**src/rtl/lerp_if.sv**
```systemverilog
// Request/result bundle between the bracket-search FSM and the interpolation engine.
interface lerp_if;
  logic        start;
  logic [13:0] x_search;
  logic [15:0] x0;
  logic [15:0] y0;
  logic [15:0] x1;
  logic [15:0] y1;
  logic        busy;
  logic        done;
  logic [13:0] y_out;
  logic        clamped;
  logic        err;

  modport master (
    output start, x_search, x0, y0, x1, y1,
    input  busy, done, y_out, clamped, err
  );

  modport slave (
    input  start, x_search, x0, y0, x1, y1,
    output busy, done, y_out, clamped, err
  );
endinterface

```
**src/rtl/lerp_engine.sv**
```systemverilog
// Sequential linear interpolation y = y0 + (x-x0)*(y1-y0)/(x1-x0) with a bit-serial restoring divider.
// Define LERP_ROUND_EN to round the quotient half away from zero instead of truncating.
module lerp_engine #(
  parameter int Y_MAX = 9999
) (
  input  logic CLK100MHZ,
  input  logic reset_n,
  lerp_if.slave bus
);

  typedef enum logic [1:0] {IDLE, MUL, DIV, FIX} state_t;

  state_t      state, state_nxt;
  logic [13:0] xs_r;
  logic [15:0] x0_r, y0_r, x1_r, y1_r;
  logic        degen_r, clamp_r, neg_r;
  logic [15:0] d_r;
  logic [31:0] dq_r;
  logic [15:0] rem_r;
  logic [5:0]  cnt_r;

  // Returns {clamp, value} for a signed sum limited to 0..Y_MAX.
  function automatic logic [14:0] sat_y(input logic signed [33:0] s);
    if (s < 34'sd0)
      sat_y = {1'b1, 14'd0};
    else if (s > $signed(34'(Y_MAX)))
      sat_y = {1'b1, 14'(Y_MAX)};
    else
      sat_y = {1'b0, s[13:0]};
  endfunction

  always_comb begin
    state_nxt = state;
    case (state)
      IDLE:    if (bus.start) state_nxt = (bus.x1 <= bus.x0) ? FIX : MUL;
      MUL:     state_nxt = DIV;
      DIV:     if (cnt_r == 6'd31) state_nxt = FIX;
      FIX:     state_nxt = IDLE;
      default: state_nxt = IDLE;
    endcase
  end

  // MUL: clamp abscissa, form |dx*dy| and the divisor
  logic [15:0] xs_ext, xc, dx, dy_abs, d_w;
  logic        clamp_x, neg_w;
  logic [31:0] prod, mag;

  always_comb begin
    xs_ext  = {2'b00, xs_r};
    xc      = xs_ext;
    clamp_x = 1'b0;
    if (xs_ext < x0_r) begin
      xc      = x0_r;
      clamp_x = 1'b1;
    end else if (xs_ext > x1_r) begin
      xc      = x1_r;
      clamp_x = 1'b1;
    end
    dx     = xc - x0_r;
    d_w    = x1_r - x0_r;
    neg_w  = (y1_r < y0_r);
    dy_abs = neg_w ? (y0_r - y1_r) : (y1_r - y0_r);
    prod   = 32'(dx) * 32'(dy_abs);
`ifdef LERP_ROUND_EN
    mag    = prod + 32'(d_w[15:1]);
`else
    mag    = prod;
`endif
  end

  // DIV: one restoring step, quotient bits shift into the dividend register
  logic [16:0] rem_sh;
  logic        q_bit;
  logic [15:0] rem_nxt;

  always_comb begin
    rem_sh  = {rem_r, dq_r[31]};
    q_bit   = (rem_sh >= {1'b0, d_r});
    rem_nxt = q_bit ? 16'(rem_sh - {1'b0, d_r}) : rem_sh[15:0];
  end

  // FIX: apply sign, add base ordinate, saturate
  logic signed [33:0] y0_s, q_s, s_s;
  logic        [14:0] fix_res;

  always_comb begin
    y0_s    = $signed({18'd0, y0_r});
    q_s     = neg_r ? -$signed({2'b00, dq_r}) : $signed({2'b00, dq_r});
    s_s     = y0_s + q_s;
    fix_res = degen_r ? sat_y(y0_s) : sat_y(s_s);
  end

  always_ff @(posedge CLK100MHZ) begin
    if (!reset_n) begin
      state       <= IDLE;
      xs_r        <= '0;
      x0_r        <= '0;
      y0_r        <= '0;
      x1_r        <= '0;
      y1_r        <= '0;
      degen_r     <= 1'b0;
      clamp_r     <= 1'b0;
      neg_r       <= 1'b0;
      d_r         <= '0;
      dq_r        <= '0;
      rem_r       <= '0;
      cnt_r       <= '0;
      bus.busy    <= 1'b0;
      bus.done    <= 1'b0;
      bus.y_out   <= '0;
      bus.clamped <= 1'b0;
      bus.err     <= 1'b0;
    end else begin
      state    <= state_nxt;
      bus.done <= 1'b0;
      case (state)
        IDLE: if (bus.start) begin
          xs_r     <= bus.x_search;
          x0_r     <= bus.x0;
          y0_r     <= bus.y0;
          x1_r     <= bus.x1;
          y1_r     <= bus.y1;
          degen_r  <= (bus.x1 <= bus.x0);
          clamp_r  <= 1'b0;
          bus.busy <= 1'b1;
        end
        MUL: begin
          d_r     <= d_w;
          dq_r    <= mag;
          rem_r   <= '0;
          cnt_r   <= '0;
          neg_r   <= neg_w;
          clamp_r <= clamp_x;
        end
        DIV: begin
          rem_r <= rem_nxt;
          dq_r  <= {dq_r[30:0], q_bit};
          cnt_r <= cnt_r + 6'd1;
        end
        FIX: begin
          bus.done    <= 1'b1;
          bus.busy    <= 1'b0;
          bus.y_out   <= fix_res[13:0];
          bus.clamped <= clamp_r | fix_res[14];
          bus.err     <= degen_r;
        end
        default: ;
      endcase
    end
  end

endmodule

```
**src/flat_wrapper.sv**
```systemverilog
// flat-port wrapper written by rule: the top's interface ports become plain ports
module lerp_engine_flat 
#(
  parameter int Y_MAX = 9999
)
  (CLK100MHZ, reset_n, bus_start, bus_x_search, bus_x0, bus_y0, bus_x1, bus_y1, bus_busy, bus_done, bus_y_out, bus_clamped, bus_err);
  lerp_if bus_i ();
  input  logic CLK100MHZ;
  input  logic reset_n;
  input wire logic [$bits(bus_i.start)-1:0] bus_start;
  input wire logic [$bits(bus_i.x_search)-1:0] bus_x_search;
  input wire logic [$bits(bus_i.x0)-1:0] bus_x0;
  input wire logic [$bits(bus_i.y0)-1:0] bus_y0;
  input wire logic [$bits(bus_i.x1)-1:0] bus_x1;
  input wire logic [$bits(bus_i.y1)-1:0] bus_y1;
  output wire logic [$bits(bus_i.busy)-1:0] bus_busy;
  output wire logic [$bits(bus_i.done)-1:0] bus_done;
  output wire logic [$bits(bus_i.y_out)-1:0] bus_y_out;
  output wire logic [$bits(bus_i.clamped)-1:0] bus_clamped;
  output wire logic [$bits(bus_i.err)-1:0] bus_err;
  assign bus_i.start = bus_start;
  assign bus_i.x_search = bus_x_search;
  assign bus_i.x0 = bus_x0;
  assign bus_i.y0 = bus_y0;
  assign bus_i.x1 = bus_x1;
  assign bus_i.y1 = bus_y1;
  assign bus_busy = bus_i.busy;
  assign bus_done = bus_i.done;
  assign bus_y_out = bus_i.y_out;
  assign bus_clamped = bus_i.clamped;
  assign bus_err = bus_i.err;
  lerp_engine #(.Y_MAX(Y_MAX)) u_core (.CLK100MHZ(CLK100MHZ), .reset_n(reset_n), .bus(bus_i));
endmodule
```
**config.mk**
```make
export PLATFORM = sky130hd
export DESIGN_NAME = lerp_engine_flat
export DESIGN_NICKNAME = d
export VERILOG_FILES = /design/src/rtl/lerp_if.sv /design/src/rtl/lerp_engine.sv /design/src/flat_wrapper.sv
export SDC_FILE = /design/constraint.sdc
export NUM_CORES = 1
export LEC_CHECK = 0
export CAP_MARGIN = 10
export CORE_UTILIZATION = 30
export DETAILED_ROUTE_END_ITERATION = 6
export SLEW_MARGIN = 25
export SYNTH_ARGS = -nofsm -noshare
export SYNTH_HDL_FRONTEND = slang
export SYNTH_SLANG_ARGS = --single-unit
```
**constraint.sdc**
```tcl
create_clock -name CLK100MHZ -period 14 [get_ports CLK100MHZ]
set_input_delay 2.8 -clock CLK100MHZ [delete_from_list [all_inputs] [get_ports CLK100MHZ]]
set_output_delay 2.8 -clock CLK100MHZ [all_outputs]
set_load 0.005 [all_outputs]
```
Word level (Yosys, flattened, before mapping)
Index checks and enable logic that the tools add are counted.
{"block": "classes", "magnitude_cmp": 8, "n_eq_ne": 6, "mux": 23, "shifts": 0, "div": 0, "multipliers": 1, "addsub": 8, "n_reduce_logical": 8, "n_bitwise": 1}
{"op": "$sub A16 B16 Y16", "n": 5}
{"op": "$mux W16", "n": 4}
{"op": "$pmux W32 S2", "n": 1}
{"op": "$mux W15", "n": 4}
{"op": "$add A17 B34 Y34", "n": 1}
{"op": "$gt A34 B15 Y1 const B", "n": 1}
{"op": "$lt A34 B1 Y1 const B", "n": 1}
{"op": "$mux W34", "n": 1}
{"op": "$neg A32 Y34", "n": 1}
{"op": "$mul A16 B16 Y32", "n": 1}
{"op": "$pmux W16 S2", "n": 1}
{"op": "$ge A17 B16 Y1", "n": 1}
{"op": "$gt A14 B16 Y1", "n": 1}
{"op": "$gt A16 B14 Y1 const B", "n": 1}
{"op": "$le A16 B16 Y1", "n": 1}
{"op": "$lt A14 B16 Y1", "n": 1}
{"op": "$lt A16 B16 Y1", "n": 1}
{"op": "$pmux W6 S2", "n": 1}
{"op": "$pmux W2 S4", "n": 1}
{"op": "$reduce_and A2 Y1", "n": 4}
{"op": "$add A6 B1 Y6 const B", "n": 1}
{"op": "$eq A6 B5 Y1 const B", "n": 1}
{"op": "$mux W2", "n": 3}
{"op": "$reduce_bool A2 Y1", "n": 3}
{"op": "8 further kinds", "n": 14}
{"block": "totals", "out_inout_bits": 18, "mem_bits_rw": 0, "in_bits": 81, "ff_bits": 171, "latchBits": 0, "memories": 0, "elab_cells": 73, "romBits": 0}

Logic depth before layout (Yosys ltp)
Gate-level depths: netlist of the first run.
{"block": "depth", "word_depth": 8, "depth_mapped": 49, "mapped_depth_nobuf": 48}

Least setup slack after synthesis of the first run
No wires, ideal clock.
{"block": "synth_path", "kind": "reg-to-reg", "from": "register u_core.x1_r[1]", "to": "register u_core.dq_r[29]", "stages_incl_launch_ff": 50, "synth_period_minus_slack_ns": 10.470, "t_required_ns": 13.868, "path_buffers": 1, "path_slack_ns": 3.530, "arrival_time_ns": 10.337, "setup_time_ns": 0.132, "path_cell_list": "dfxtp_1 inv_1 ha_1 nor2b_1 o21a_1 o21a_1 o21a_1 o21a_1 o211ai_1 a21oi_1 o31ai_1 clkbuf_1 nand2_1 o21ai_0 mux2i_1 ha_1 fa_1 nor2b_1 [... 14 more ...] fa_1 fa_1 fa_1 inv_1 fa_1 inv_1 ha_1 a21o_1 a21o_1 a21o_1 a2111oi_0 o32a_1 a21oi_1 o31ai_1 xor2_1 nor2_1 a21oi_1 a21oi_1"}
{"block": "synth_between", "elab_chain_cells": 6}
{"element": "start, declared", "line_no": "lerp_engine.sv:15", "text": "logic [15:0] x0_r, y0_r, x1_r, y1_r;"}
{"element": "start signal, assigned", "line_no": "lerp_engine.sv:121", "text": "x1_r <= bus.x1;"}
{"element": "$gt A14 B16 Y1", "line_no": "lerp_engine.sv:55", "text": "end else if (xs_ext > x1_r) begin"}
{"element": "$mux W16 (*)", "line_no": "lerp_engine.sv:55"}
{"element": "$mux W16 (*)", "line_no": "lerp_engine.sv:52", "text": "if (xs_ext < x0_r) begin"}
{"element": "$sub A16 B16 Y16 (*)", "line_no": "lerp_engine.sv:59", "text": "dx = xc - x0_r;"}
{"element": "$mul A16 B16 Y32 (*)", "line_no": "lerp_engine.sv:63", "text": "prod = 32'(dx) * 32'(dy_abs);"}
{"element": "$pmux W32 S2 (*)", "line_no": "lerp_engine.sv:116", "text": "case (state)"}
{"element": "end signal, assigned", "line_no": "lerp_engine.sv:129", "text": "dq_r <= mag;"}
{"element": "end signal, assigned", "line_no": "lerp_engine.sv:137", "text": "dq_r <= {dq_r[30:0], q_bit};"}
{"element": "end, declared", "line_no": "lerp_engine.sv:18", "text": "logic [31:0] dq_r;"}
Every way passes the cells marked *; elsewhere a longest branch is shown, timed or not.
A chain may end at the register's enable or synchronous reset.

Final worst setup path of the first run
Same ends and word-level chain as after synthesis.

==> impl_metrics.ini, run 1 <==
[logic_synthesis]
synthMuxAreaShare_pct = 1.65
netlist_area_um2 = 22100
async_flop_share_pct = 0
synth_top_family_by_area = adder cells
synthCells = 2809
synth_fa_ha_area_share_pct = 32.1
synth_xor_area_share_pct = 5.36
synth_seq_area_share_pct = 15.5
syn_area_per_cell_um2 = 7.86
synth-seq-cells = 171
synth-main-ff-cell = dfxtp_1
synthSimpleGateAreaFrac_pct = 19.1
synthDistinctLibCells = 93
synth_compound_area_share_pct = 18.0
yosysWarnings = 0
syn_nets = 3336
synth-edff-count = 0

[clock_tree]
cts_setup_buffers = 0
cts_tree = done
ctsLongestPathBuffers = 2
ctsRootBufferMaster = clkbuf_16
htree_levels = 4
clock-sinks = 171
cts_buffers = 17
clock_latency_ps = 460
cts.repair.resized = 0
clk_pin_slew_worst_paths_ps = 80
cts_hold_buf = 0

[floorplan]
die-width_um = 273
die_h_um = 273
start_util_pct = 30.3
core_um2 = 72800
io_pins = 99
std_cell_rows = 99
dieArea_um2 = 74600

[sta]
slew_headroom_pct = 28.3
final.min_clock_period_ps = 11630
skew_ps = 16.8
timing.final.max_slew_violations = 0
setup_violations = 0
rsz0062_at_grt = no
period_share_pct = 83.1
hold_viol = 0
fmax_mhz = 86.0
finalSetupTns_ps = 0
tightest_slew_ps = 1070

[place]
port_buffers = 98
place_inst = 3781
placed_area_um2 = 24100
dp_hpwl_mm = 51.5
gp_congestion = 0.909

[setup_path]
crit_top_cell = fa_1
worstRegToRegCells = 47
crit_type = register to register
cp-startpoint = u_core.x1_r[1]
critPathSlowestCell = xnor2_1
worstPathArrival_ps = 11940
start_kind = register
reg2reg_from = u_core.x1_r[1]
critical_path_required_ps = 14310
end_kind = register
r2r-end = u_core.dq_r[29]
cp_max_fo = 15
ff2ff_setup_slack_ps = 2370
slowest_delay_ps = 750
crit_end = u_core.dq_r[29]

[grt]
antenna_found_initial = 0
groute.usage.overall_pct = 17.7
grt_pass1_wl_mm = 106
grt_pass1_vias = 19300
grt_max_degree = 74
overflow = 0

[min_path]
min_from = u_core.x1_r[8]
hp-class = register to register

[layout]
stdcell_area_um2 = 24700
mostFrequentLayoutCells = nand2_1, inv_1, nor2_1, ha_1, a21oi_1
fill_cells = 7795
area_delta_synth_final_pct = 12.1
drive_above_1_share_pct = 4.80
nNetsFinal = 3369
layout_commonest_cell = nand2_1
layoutNonFillerInstCount = 3814
diodes = 0

[drt]
drcViolationCount = 0
drtIter0Drc = 1361
dr.pass1.iters = 5
avgRoutedWirePerCell_um = 17.0
ant_nets = 0
route.vias.total = 19400
wirelength_mm = 64.7
vias_per_cell = 5.10

[run_status]
status = finished clean

[flow_run]
cap_violations = 0
## sequential cells by signal (all words and copies together) (netlist names)
signal,flops
u_core.neg_r,1
u_core.bus.done,1
u_core.cnt_r,6
u_core.x1_r,16
u_core.bus.busy,1
u_core.rem_r,16
u_core.d_r,16
u_core.y1_r,16
u_core.bus.clamped,1
u_core.clamp_r,1
u_core.state,2
u_core.xs_r,14
u_core.dq_r,32
u_core.x0_r,16
u_core.y0_r,16
u_core.bus.err,1
u_core.bus.y_out,14
u_core.degen_r,1
## metal layers
layer / GRT usage [%] / wire [µm] / share of wire, % / vias up
li1: - / - / - / 9466
met4: 5.01 / 1490 / 2.3 / 0
met3: 1.49 / 3340 / 5.2 / 67
met5: 0 / 0 / 0 / -
met1: 24.7 / 30500 / 47 / 9378
met2: 28.8 / 29300 / 45 / 526
## stage by stage
step / setup WS, ps / hold slack, ps / utilization, %
after floorplan: 3530 / 441 / -
after global placement: 2350 / 464 / 33.1
after detailed placement: 2170 / 471 / 33.1
after CTS: 2110 / 481 / 33.9
after global routing: 1460 / 499 / 34.0
final: 2370 / 477 / 34.0
## worst min-delay path by stage
stage | cells after the start | slack [ps] | endpoint
after floorplan | 2 | 440 | u_core.y1_r[15]
after global placement | 2 | 460 | u_core.y1_r[15]
after detailed placement | 2 | 470 | u_core.y1_r[11]
after CTS | 2 | 480 | u_core.y1_r[11]
after global routing | 2 | 500 | u_core.x1_r[1]
final | 2 | 480 | u_core.x1_r[8]
## synthesized netlist by cell type (all sizes together) (43+ instances only)
library cell,number,area [µm²]
a21oi,222,1110
o21ai,121,617
nand2b,43,269
ha,246,3080
dfxtp,171,3420
fa,200,4000
xnor2,76,666
a21o,67,504
xor2,59,517
nand2,392,1470
nor2,249,937
clkbuf,105,394
inv,363,1360
## final cells by class
cell class | instances | area [µm²] | share of cell area, %
Timing Repair Buffer | 134 | 1250 | 5.07
Inverter | 363 | 1370 | 5.52
Multi-Input combinational cell | 2155 | 16900 | 68.4
Clock buffer | 17 | 425 | 1.72
Tap cell | 959 | 1200 | 4.85
Sequential cell | 171 | 3420 | 13.8
Clock inverter | 15 | 153 | 0.617
## critical path, delay by kind of cell, from the launching register on
kind / cells / cell delay (ps)
flip-flops: 1 / 360
AND/OR/NAND/NOR: 6 / 980
multiplexers: 1 / 100
adder cells (fa/ha/maj): 10 / 4180
XOR/XNOR: 2 / 930
buffers and inverters: 4 / 240
AO/OA/AOI/OAI: 24 / 4660
## cells by family (layout without fill, tap and decap cells)
group           Yosys count  after routing
mux                      36             36
flops                   171            171
buf+inv                 483            529
compound gates          624            624
xor+xnor                135            135
fa+ha+maj               446            446
simple gates            914            914
Power of run 1 is left out: the tool's default activity adds up to more than one toggle a clock period on the data nets, which glitch-free logic cannot reach.
==> run 2, diff against run 1 <==
Clock period 14 ns to 11.6 ns, I/O delays scaled along.
==> impl_metrics.ini, run 2 (synthesized netlist as in run 1, its figures left out) <==
[place]
port_buffers = 98
gp_congestion = 0.921
dp_hpwl_mm = 51.2
dp_slack_ps = 216

[layout]
regMostFlops = u_core.dq_r
layout_commonest_cell = nand2_1
largest_reg_flops = 32
mostFrequentLayoutCells = nand2_1, inv_1, nor2_1, ha_1, a21oi_1
drive_above_1_share_pct = 5.24
nNetsFinal = 3379
fill_cells = 7775
area_delta_synth_final_pct = 12.6
diodes = 0
final_util_pct = 34.1

[sta]
finalSetupTns_ps = 0
hold_viol = 0
timing.final.max_slew_violations = 0
period_share_pct = 93.9
tightest_slew_ps = 1040
skew_ps = 22.0
final.min_clock_period_ps = 10890
slew_headroom_pct = 30.7
setup_violations = 0
fmax_mhz = 91.9
setup_slack_ps = 713
rsz0062_at_grt = yes

[grt]
grt_pass1_wl_mm = 105
grt_util_met2_pct = 28.6
grt_pass1_vias = 19000
overflow = 0
busiest_layer = met2
groute.usage.overall_pct = 17.7
antenna_found_initial = 0
grt_max_degree = 79
met1_usage_pct = 24.7
grt_use_met3_pct = 2.14

[clock_tree]
htree_levels = 4
cts_tree = done
ctsLongestPathBuffers = 2
clock-sinks = 171
clk_pin_slew_worst_paths_ps = 70
clock_latency_ps = 470
ctsRootBufferMaster = clkbuf_16
cts_hold_buf = 0
cts_buffers = 17

[drt]
dr.pass1.iters = 6
drcViolationCount = 0
vias_per_cell = 5.07
avgRoutedWirePerCell_um = 16.8
drtIter0Drc = 1470
route.vias.total = 19400
ant_nets = 0
wirelength_mm = 64.2

[setup_path]
start_kind = register
critPathSlowestCell = fa_1
cp_max_fo = 6
slowest_delay_ps = 540
critical_path_required_ps = 11910
end_kind = register
ff2ff_setup_slack_ps = 710
worstPathArrival_ps = 11200
crit_top_cell = fa_1
crit_type = register to register

[floorplan]
dieArea_um2 = 74600
die-width_um = 273
std_cell_rows = 99
die_h_um = 273
start_util_pct = 30.3
core_um2 = 72800
io_pins = 99

[min_path]
hp-class = register to register

[run_status]
status = finished clean

[flow_run]
cap_violations = 0
==> run 2: cell types whose count changed in the layout (fill, tap and decap cells not counted), sizes merged <==
cell | before | now
buf | 36 | 46
bufinv | 0 | 2
clkinv | 6 | 2
clkbuf | 17 | 18
==> run 2: final timing paths <==
kind,to,depth (start not counted),startpoint
worst max register to register,u_core.dq_r[29],49,u_core.x1_r[1]
worst max-delay path,u_core.dq_r[29],49,u_core.x1_r[1]
worst min-delay path,u_core.y1_r[15],2,u_core.y1_r[15]
worst min register to register,u_core.y1_r[15],2,u_core.y1_r[15]
==> run 2: final cells by class <==
| class | instances | area, µm² | area share [%] |
|---|---|---|---|
| multi-input combinational | 2155 | 16900 | 68.2 |
| clock buffer | 18 | 439 | 1.77 |
| inverter | 363 | 1370 | 5.49 |
| tap | 959 | 1200 | 4.83 |
| clock inverter | 13 | 155 | 0.624 |
| timing repair buffer | 144 | 1330 | 5.37 |
| sequential | 171 | 3420 | 13.8 |
==> run 2: repair_timing <==
item                                    in CTS  in global routing
hold endpoints to repair                     0                  0
endpoints found under the setup margin       0                 14
setup buffers                                0                  1
resized for setup                            0                 10
==> run 2: per-layer routing <==
metal,up-vias,share of wire [%]
met5,-,0
met4,0,2.0
met3,50,5.0
met2,521,46
met1,9357,47
li1,9472,-
==> run 2: through the flow <==
stage | instances | cell area, µm² | hold slack (ps)
after floorplan | 2809 | 22100 | 441
after global placement | 3791 | 24200 | 458
after detailed placement | 3791 | 24200 | 457
after CTS | 3822 | 24800 | 468
after global routing | 3823 | 24900 | 511
final | 3823 | 24900 | 468
==> run 2: critical path, delay by kind of cell, from the launching register on <==
family / cells / cell delay (ps)
fa+ha+maj: 10 / 4370
simple gates: 6 / 820
flops: 1 / 350
mux: 1 / 100
xor+xnor: 2 / 320
compound gates: 24 / 4290
buf+inv: 6 / 460
Power of run 2 is left out for the same reason.
